<file path="src/rtl/aes_pkg.sv">
// Shared types for the S-box scheduler: FSM states, requester ids, job sizes.
package aes_pkg;
  typedef enum logic [1:0] {IDLE, RUN, DRAIN} sched_state_t;
  typedef enum logic {REQ_DP, REQ_KS} req_id_t;
  localparam int DP_BYTES = 16;
  localparam int KS_BYTES = 4;
endpackage

</file>
<file path="src/rtl/aes_sbox_tagpipe.sv">
// Delays {valid, byte index} by ROM_LAT cycles so each tag meets its rom_data.
module aes_sbox_tagpipe #(
  parameter int ROM_LAT = 1
) (
  input  logic       clk,
  input  logic       resetn,
  input  logic       in_vld,
  input  logic [3:0] in_idx,
  output logic       out_vld,
  output logic [3:0] out_idx
);
  logic [ROM_LAT:1]      vld_pipe_q, vld_pipe_d;
  logic [ROM_LAT:1][3:0] idx_pipe_q, idx_pipe_d;

  always_comb begin
    vld_pipe_d    = vld_pipe_q;
    idx_pipe_d    = idx_pipe_q;
    vld_pipe_d[1] = in_vld;
    idx_pipe_d[1] = in_idx;
    for (int i = 2; i <= ROM_LAT; i++) begin
      vld_pipe_d[i] = vld_pipe_q[i-1];
      idx_pipe_d[i] = idx_pipe_q[i-1];
    end
  end

  always_ff @(posedge clk) begin
    if (!resetn) begin
      vld_pipe_q <= '0;
      idx_pipe_q <= '0;
    end else begin
      vld_pipe_q <= vld_pipe_d;
      idx_pipe_q <= idx_pipe_d;
    end
  end

  assign out_vld = vld_pipe_q[ROM_LAT];
  assign out_idx = idx_pipe_q[ROM_LAT];
endmodule

</file>
<file path="src/rtl/aes_sbox_scheduler.sv">
// Round-robin sharing of one byte-serial S-box ROM between the round datapath
// (16-byte SubBytes) and the key schedule (4-byte SubWord).
module aes_sbox_scheduler
  import aes_pkg::*;
#(
  parameter int ROM_LAT = 1
) (
  input  logic         clk,
  input  logic         resetn,
  input  logic         dp_req,
  input  logic [127:0] dp_state,
  output logic         dp_gnt,
  output logic         dp_done,
  output logic [127:0] dp_result,
  input  logic         ks_req,
  input  logic [31:0]  ks_word,
  output logic         ks_gnt,
  output logic         ks_done,
  output logic [31:0]  ks_result,
  output logic         rom_en,
  output logic [7:0]   rom_addr,
  input  logic [7:0]   rom_data,
  output logic         busy
);
  sched_state_t     state_q, state_d;
  req_id_t          act_q, act_d, last_q, last_d;
  logic [3:0]       idx_q, idx_d;
  logic [127:0]     opnd_q, opnd_d;
  logic             rom_en_q, rom_en_d;
  logic             dp_gnt_q, dp_gnt_d, ks_gnt_q, ks_gnt_d;
  logic             dp_done_q, dp_done_d, ks_done_q, ks_done_d;
  logic [15:0][7:0] dp_res_q, dp_res_d;
  logic [3:0][7:0]  ks_res_q, ks_res_d;
  logic             tag_vld;
  logic [3:0]       tag_idx;
  logic [3:0]       last_idx;

  aes_sbox_tagpipe #(.ROM_LAT(ROM_LAT)) u_tagpipe (
    .clk     (clk),
    .resetn  (resetn),
    .in_vld  (rom_en_q),
    .in_idx  (idx_q),
    .out_vld (tag_vld),
    .out_idx (tag_idx)
  );

  assign last_idx = (act_q == REQ_DP) ? 4'(DP_BYTES - 1) : 4'(KS_BYTES - 1);

  always_comb begin
    state_d   = state_q;
    act_d     = act_q;
    last_d    = last_q;
    idx_d     = idx_q;
    opnd_d    = opnd_q;
    rom_en_d  = rom_en_q;
    dp_res_d  = dp_res_q;
    ks_res_d  = ks_res_q;
    dp_gnt_d  = 1'b0;
    ks_gnt_d  = 1'b0;
    dp_done_d = 1'b0;
    ks_done_d = 1'b0;

    // Byte 0 sits in the most significant lane of both result registers.
    if (tag_vld) begin
      if (act_q == REQ_DP) dp_res_d[4'd15 - tag_idx]      = rom_data;
      else                 ks_res_d[2'd3 - tag_idx[1:0]] = rom_data;
    end

    case (state_q)
      IDLE: begin
        if (dp_req && (!ks_req || last_q == REQ_KS)) begin
          act_d    = REQ_DP;
          opnd_d   = dp_state;
          dp_gnt_d = 1'b1;
          idx_d    = '0;
          rom_en_d = 1'b1;
          state_d  = RUN;
        end else if (ks_req) begin
          act_d    = REQ_KS;
          opnd_d   = {ks_word, 96'b0};
          ks_gnt_d = 1'b1;
          idx_d    = '0;
          rom_en_d = 1'b1;
          state_d  = RUN;
        end
      end
      RUN: begin
        opnd_d = {opnd_q[119:0], 8'h00};
        idx_d  = idx_q + 4'd1;
        if (idx_q == last_idx) begin
          rom_en_d = 1'b0;
          state_d  = DRAIN;
        end
      end
      DRAIN: begin
        if (tag_vld && tag_idx == last_idx) begin
          dp_done_d = (act_q == REQ_DP);
          ks_done_d = (act_q == REQ_KS);
          last_d    = act_q;
          state_d   = IDLE;
        end
      end
      default: state_d = IDLE;
    endcase
  end

  always_ff @(posedge clk) begin
    if (!resetn) begin
      state_q   <= IDLE;
      act_q     <= REQ_DP;
      last_q    <= REQ_KS;
      idx_q     <= '0;
      opnd_q    <= '0;
      rom_en_q  <= 1'b0;
      dp_gnt_q  <= 1'b0;
      ks_gnt_q  <= 1'b0;
      dp_done_q <= 1'b0;
      ks_done_q <= 1'b0;
      dp_res_q  <= '0;
      ks_res_q  <= '0;
    end else begin
      state_q   <= state_d;
      act_q     <= act_d;
      last_q    <= last_d;
      idx_q     <= idx_d;
      opnd_q    <= opnd_d;
      rom_en_q  <= rom_en_d;
      dp_gnt_q  <= dp_gnt_d;
      ks_gnt_q  <= ks_gnt_d;
      dp_done_q <= dp_done_d;
      ks_done_q <= ks_done_d;
      dp_res_q  <= dp_res_d;
      ks_res_q  <= ks_res_d;
    end
  end

  assign dp_gnt    = dp_gnt_q;
  assign ks_gnt    = ks_gnt_q;
  assign dp_done   = dp_done_q;
  assign ks_done   = ks_done_q;
  assign dp_result = dp_res_q;
  assign ks_result = ks_res_q;
  assign rom_en    = rom_en_q;
  assign rom_addr  = opnd_q[127:120];
  assign busy      = (state_q != IDLE);
endmodule

</file>
<file path="config.mk">
export PLATFORM = sky130hd
export DESIGN_NAME = aes_sbox_scheduler
export DESIGN_NICKNAME = d
export VERILOG_FILES = /design/src/rtl/aes_pkg.sv /design/src/rtl/aes_sbox_tagpipe.sv /design/src/rtl/aes_sbox_scheduler.sv
export SDC_FILE = /design/constraint.sdc
export NUM_CORES = 1
export LEC_CHECK = 0
export CAP_MARGIN = 20
export CORE_UTILIZATION = 45
export DETAILED_ROUTE_END_ITERATION = 12
export PLACE_DENSITY = 0.74
export SLEW_MARGIN = 20
export SYNTH_ARGS = -nofsm -noshare
export SYNTH_HDL_FRONTEND = slang
export SYNTH_SLANG_ARGS = --single-unit
</file>
<file path="constraint.sdc">
create_clock -name clk -period 3.05 [get_ports clk]
set_input_delay 0.4575 -clock clk [delete_from_list [all_inputs] [get_ports clk]]
set_output_delay 0.4575 -clock clk [all_outputs]
set_load 0.005 [all_outputs]
</file>
==> results of run 1 <==
[cells by family after synthesis]
group / share of synthesized area (%)
and+or+nand+nor: 19.4
adders and majority gates: 0.0928
AOI/OAI and AO/OA: 26.7
buffers and inverters: 7.82
muxes: 0.594
DFF: 45.4
[layer usage]
layer	part of all wire (%)	vias up	track usage (%)
met5	0	-	0
met1	42	6542	36.5
met4	3.4	0	10.0
li1	-	6376	-
met3	7.9	100	4.42
met2	47	635	43.7
[layout make-up]
class,count,share of cell area [%]
inverters,7,0.175
repair buffers,381,21.4
clock inverters,5,0.420
clock buffers,49,5.23
flip-flops and latches,306,34.3
well taps,390,2.73
multi-input cells,1067,35.7
diodes,2,0.0280
[synthesized netlist by cell type (2+ instances only)]
cell type    n  area (sq um)
nand4b_1     3          26.3
o211ai_1    33           248
nor2_1      15          56.3
dfxtp_1    306          6130
a211oi_1    34           255
clkbuf_1   139           522
nor4bb_1     2          20.0
and4b_1      4          40.0
mux2i_1      8          80.1
nand4_1     90           563
nand2b_1     4          25.0
nor2b_1     36           225
o41ai_1     31           272
buf_1        7          26.3
and2_1       5          31.3
nor3_1       2          10.0
and4_1       2          17.5
a21oi_1    242          1210
nand2_1    139           522
and3b_1      2          17.5
nor3b_1      2          15.0
nand3_1    130           651
buf_4       13          97.6
buf_6        6          67.6
a22o_1       9          78.8
nor4b_1     32           280
nand4bb_1    2          22.5
o21ai_0    130           651
inv_2        2          7.51
buf_2       63           315
a311oi_1    89           780
inv_1        5          18.8
[worst reg2reg max path: cells and delay by family (launching register included)]
family / cells / cell delay [ps]
flops: 1 / 510
compound gates: 2 / 490
simple gates: 1 / 1080
[per-stage QoR]
step                      cell area, sq um  std cells  util [%]  power, mW  hold WS (ps)
final                                17900       2207      60.4       9.31           365
after global routing                 17900       2205      60.4       9.66           374
after CTS                            17900       2205      60.4       9.35           347
after detailed placement             16800       2151      57.0       5.60           445
after global placement               16800       2151      57.0       5.58           443
after floorplan                      13500       1608         -       5.11           449
[worst paths after layout]
check,startpoint,end,slack (ps),cells past startpoint
min,dp_req,opnd_q[79],360,3
max,state_q[0],busy,640,3
min reg2reg,ks_result[17],ks_result[17],450,2
max reg2reg,u_tagpipe.out_idx[1],dp_result[88],820,3
[state kept, by name (all words and copies together) (netlist names), 2 cells and up]
| register | count |
|---|---|
| idx_q | 4 |
| state_q | 2 |
| opnd_q | 128 |
| ks_result | 32 |
| u_tagpipe.out_idx | 4 |
| dp_result | 128 |
[power breakdown]
part | switching, mW | internal, mW
Clock | 1.54 | 2.24
Sequential | 0.131 | 4.20
Combinational | 0.664 | 0.544
==> flow_summary.ini, run 1 <==
[run_status]
outcome = completed

[logic_synthesis]
synth_cells = 1608
syn_avg_cell_area_sq_um = 8.39
synth_edf_count = 0
synth.yosys.seq_area_share_pct = 45.4
synthArstFlopShare_pct = 0
synth_cell_types = 53
synth_seq_cells = 306
yosysWarningCount = 0
synth_top_flop_cell = dfxtp_1
netlist_area_sq_um = 13500
syn_nets = 1781

[clock_tree]
cts.htree.levels = 1
path_clk_slew_ps = 60
clk_latency_ps = 550
cts_tree = done
cts_resized = 0
clock_sinks = 306
clock-root-buffer = clkbuf_16
cts_setup_buffers = 0
numCtsBuffers = 31
ctsLongestPathBuffers = 3
cts_hold_buffers = 0

[sta]
layout_setup_ws_ps = 638
finalSetupViolations = 0
setup_tns_ps = 0
relSlewSlack_pct = 19.0
min_period_over_period_pct = 79.1
fmax_ghz = 0.415
worst_slew_pin_slew_ps = 1210
skew_ps = 11.8
fin_crit_ps = 2410
final_max_slew_viol_count = 0
rsz0062_at_grt = false
hold_violations = 0

[placed_design]
gp_congestion = 0.822
post-place-ws_ps = 679
dpl.hpwl_um = 27600
port_buffers = 345

[route]
vias = 13700
drtAntennaViolNets = 0
drc = 0
drt-pass1-iter-count = 6
wire_per_inst_um = 19.8
via_per_inst = 6.19
initialDrtViolationCount = 1473
wl_um = 43800

[run]
cap_violations = 0

[global_route]
overflow = 0
grt_pass1_vias = 12300
grtUsageTotal_pct = 27.1
grt_pass1_wl_um = 68100
grt_max_degree = 101
antenna_found_initial = 1

[floorplanning]
fp.dieH_um = 175
initial_utilization_pct = 45.6
core_sq_um = 29600
die_width_um = 175
die-area_sq_um = 30700
placementRows = 63
ioPinCount = 346

[worst_setup_path]
slowest_stage = dfxtp_1
crit_buf_inv = 2
cpLargestDelayFamily = buffers and inverters
startpoint_type = register
crit_fanout = 13
cp_cell_sequence = nor2_1 -> inv_1 -> clkdlybuf4s50_1
worstPathArrival_ps = 1950
path_class = register to output pin
cp-end-kind = output pin
slowest_delay_ps = 600
cp.required_ps = 2590

[finish]
nets = 1967
layout_commonest_cell = clkdlybuf4s50_1
seqCellArea_sq_um = 6130
multi_input_area_sq_um = 6370
areaGrowthSynthToFinish_pct = 32.4
layout-drive-gt1-share_pct = 5.73
final_cell_mix = clkdlybuf4s50_1, dfxtp_1, a21oi_1
fillers = 2577

[pwr]
power_leakage_nw = 5.75
vdd_ir_drop_max_mv = 0.382
p_per_area_nw_per_um2 = 521

[worst_hold_path]
hp-class = input pin to register
Power figures use the tool's default switching activity.
==> run 2: changes to the inputs <==
--- a/config.mk
+++ b/config.mk
@@ -8,7 +8,7 @@
 export CAP_MARGIN = 20
 export CORE_UTILIZATION = 45
 export DETAILED_ROUTE_END_ITERATION = 12
-export PLACE_DENSITY = 0.74
+export PLACE_DENSITY = 0.77
 export SLEW_MARGIN = 20
 export SYNTH_ARGS = -nofsm -noshare
 export SYNTH_HDL_FRONTEND = slang
==> constraint.sdc (replaced) <==
create_clock -name clk -period 2.1 [get_ports clk]
set_input_delay 0.315 -clock clk [delete_from_list [all_inputs] [get_ports clk]]
set_output_delay 0.315 -clock clk [all_outputs]
set_load 0.005 [all_outputs]
==> flow_summary.ini, run 2 (synthesized netlist as in run 1, its figures left out) <==
[route]
via_per_inst = 6.15
drt-pass1-iter-count = 5
initialDrtViolationCount = 1771
drtAntennaViolNets = 0
wl_um = 44100
drc = 0
vias = 13800
wire_per_inst_um = 19.7

[global_route]
grt_pass1_vias = 12800
overflow = 0
grt_max_degree = 91
grtUsageMet2_pct = 44.7
gr-usage-met3_pct = 3.70
grt_pass1_wl_um = 69200
use_met1_pct = 37.2
antenna_found_initial = 0
grtUsageTotal_pct = 27.7
top_usage_layer = met2

[sta]
fmax_ghz = 0.524
final_max_slew_viol_count = 0
setup_tns_ps = 0
min_period_over_period_pct = 90.9
worst_slew_pin_slew_ps = 968
hold_violations = 0
hold_ws_ps = 130
fin_crit_ps = 1910
finalSetupViolations = 0
layout_setup_ws_ps = 191
skew_ps = 17.9
relSlewSlack_pct = 35.3
rsz0062_at_grt = false

[worst_hold_path]
hold_depth = 2
hp-class = input pin to register
min-delay-start = dp_req
min_to = ks_gnt

[finish]
layout_commonest_cell = clkdlybuf4s50_1
layout-drive-gt1-share_pct = 7.63
fin_cells = 2237
nets = 1997
antenna_cells = 0
post-route-util_pct = 61.6
areaGrowthSynthToFinish_pct = 35.1
final_cell_mix = clkdlybuf4s50_1, dfxtp_1, a21oi_1

[run_status]
outcome = completed

[placed_design]
gp_congestion = 0.847
port_buffers = 345
post-place-ws_ps = -66.2
dp_cells = 2178
dpl.hpwl_um = 28300

[worst_setup_path]
cp.required_ps = 1780
rrSetupSlack_ps = 210
worstReg2RegEnd = opnd_q[110]
r2r-start = state_q[0]
path_class = register to output pin
crit_fanout = 4
cp-end-kind = output pin
worstPathArrival_ps = 1590
startpoint_type = register
r2r_cells = 5

[floorplanning]
initial_utilization_pct = 45.6
ioPinCount = 346
die-area_sq_um = 30700
fp.dieH_um = 175
die_width_um = 175
core_sq_um = 29600
placementRows = 63

[clock_tree]
clock-root-buffer = clkbuf_16
clock_sinks = 306
cts_setup_buffers = 0
clk_latency_ps = 510
path_clk_slew_ps = 60
cts_hold_buffers = 0
cts.htree.levels = 2
numCtsBuffers = 34
ctsLongestPathBuffers = 3
cts_tree = done

[run]
cap_violations = 0

[pwr]
vdd_ir_drop_max_mv = 0.443
power_leakage_nw = 5.95
p_per_area_nw_per_um2 = 756
==> run 2: cell types whose count changed in the layout (fill, tap and decap cells not counted), sizes merged <==
cell | previous run | this run
clkinv | 3 | 7
clkbuf | 49 | 48
diode | 2 | 0
buf | 38 | 65
clkinvlp | 0 | 2
inv | 7 | 9
dlygate4sd2 | 0 | 1
bufinv | 2 | 0
clkdlybuf4s50 | 343 | 342
==> run 2: how the worst max path moves through the flow <==
stage | from | end | slack, ps | depth (start not counted)
floorplan | u_tagpipe.out_idx[1] | dp_result[120] | 650 | 4
global placement | ks_req | opnd_q[9] | -50 | 5
detailed placement | ks_req | opnd_q[83] | -70 | 5
CTS | state_q[0] | busy | 190 | 4
global route | state_q[0] | opnd_q[100] | 90 | 5
finish | state_q[0] | busy | 190 | 4
==> run 2: power by group <==
group	switching [mW]	internal (mW)
Clock	2.39	3.28
Sequential	0.186	6.10
Combinational	0.987	0.836
==> run 2: metrics by stage <==
step	area, sq um	total power, mW
detailed placement	17200	8.20
floorplan	13500	7.42
global placement	17200	8.16
CTS	18200	13.8
finish	18200	13.8
global route	18200	14.3
==> run 2: worst max-delay path, cell delays in order (launching register included) <==
cell and delay (ps):
dfxtp_2 350, buf_4 160, nor2_2 160, inv_1 110
dlygate4sd2_1 310
==> run 2: final cells by class <==
cell class / count / area [sq um]
fillers: 2508 / 11300
inverters: 7 / 31.3
flip-flops and latches: 306 / 6130
clock buffers: 48 / 985
multi-input cells: 1067 / 6380
repair buffers: 408 / 4140
well taps: 390 / 488
clock inverters: 11 / 70.1
==> run 2: timing repair <==
action	CTS	global route
endpoints found under the setup margin	1	0
gates resized for setup	4	0
hold endpoints to repair	0	0
==> run 2: metal layers <==
layer / part of all wire (%) / wire length, um
met1: 41 / 18200
met4: 3.8 / 1670
met5: 0 / 0
met3: 8.1 / 3590
met2: 47 / 20600
==> run 3: changes to the inputs <==
--- a/config.mk
+++ b/config.mk
@@ -9,7 +9,7 @@
 export CORE_UTILIZATION = 45
 export DETAILED_ROUTE_END_ITERATION = 12
 export PLACE_DENSITY = 0.77
-export SLEW_MARGIN = 20
+export SLEW_MARGIN = 10
 export SYNTH_ARGS = -nofsm -noshare
 export SYNTH_HDL_FRONTEND = slang
 export SYNTH_SLANG_ARGS = --single-unit
==> results of run 3 <==
The final DEF is identical to that of run 2; final timing and power are the same.
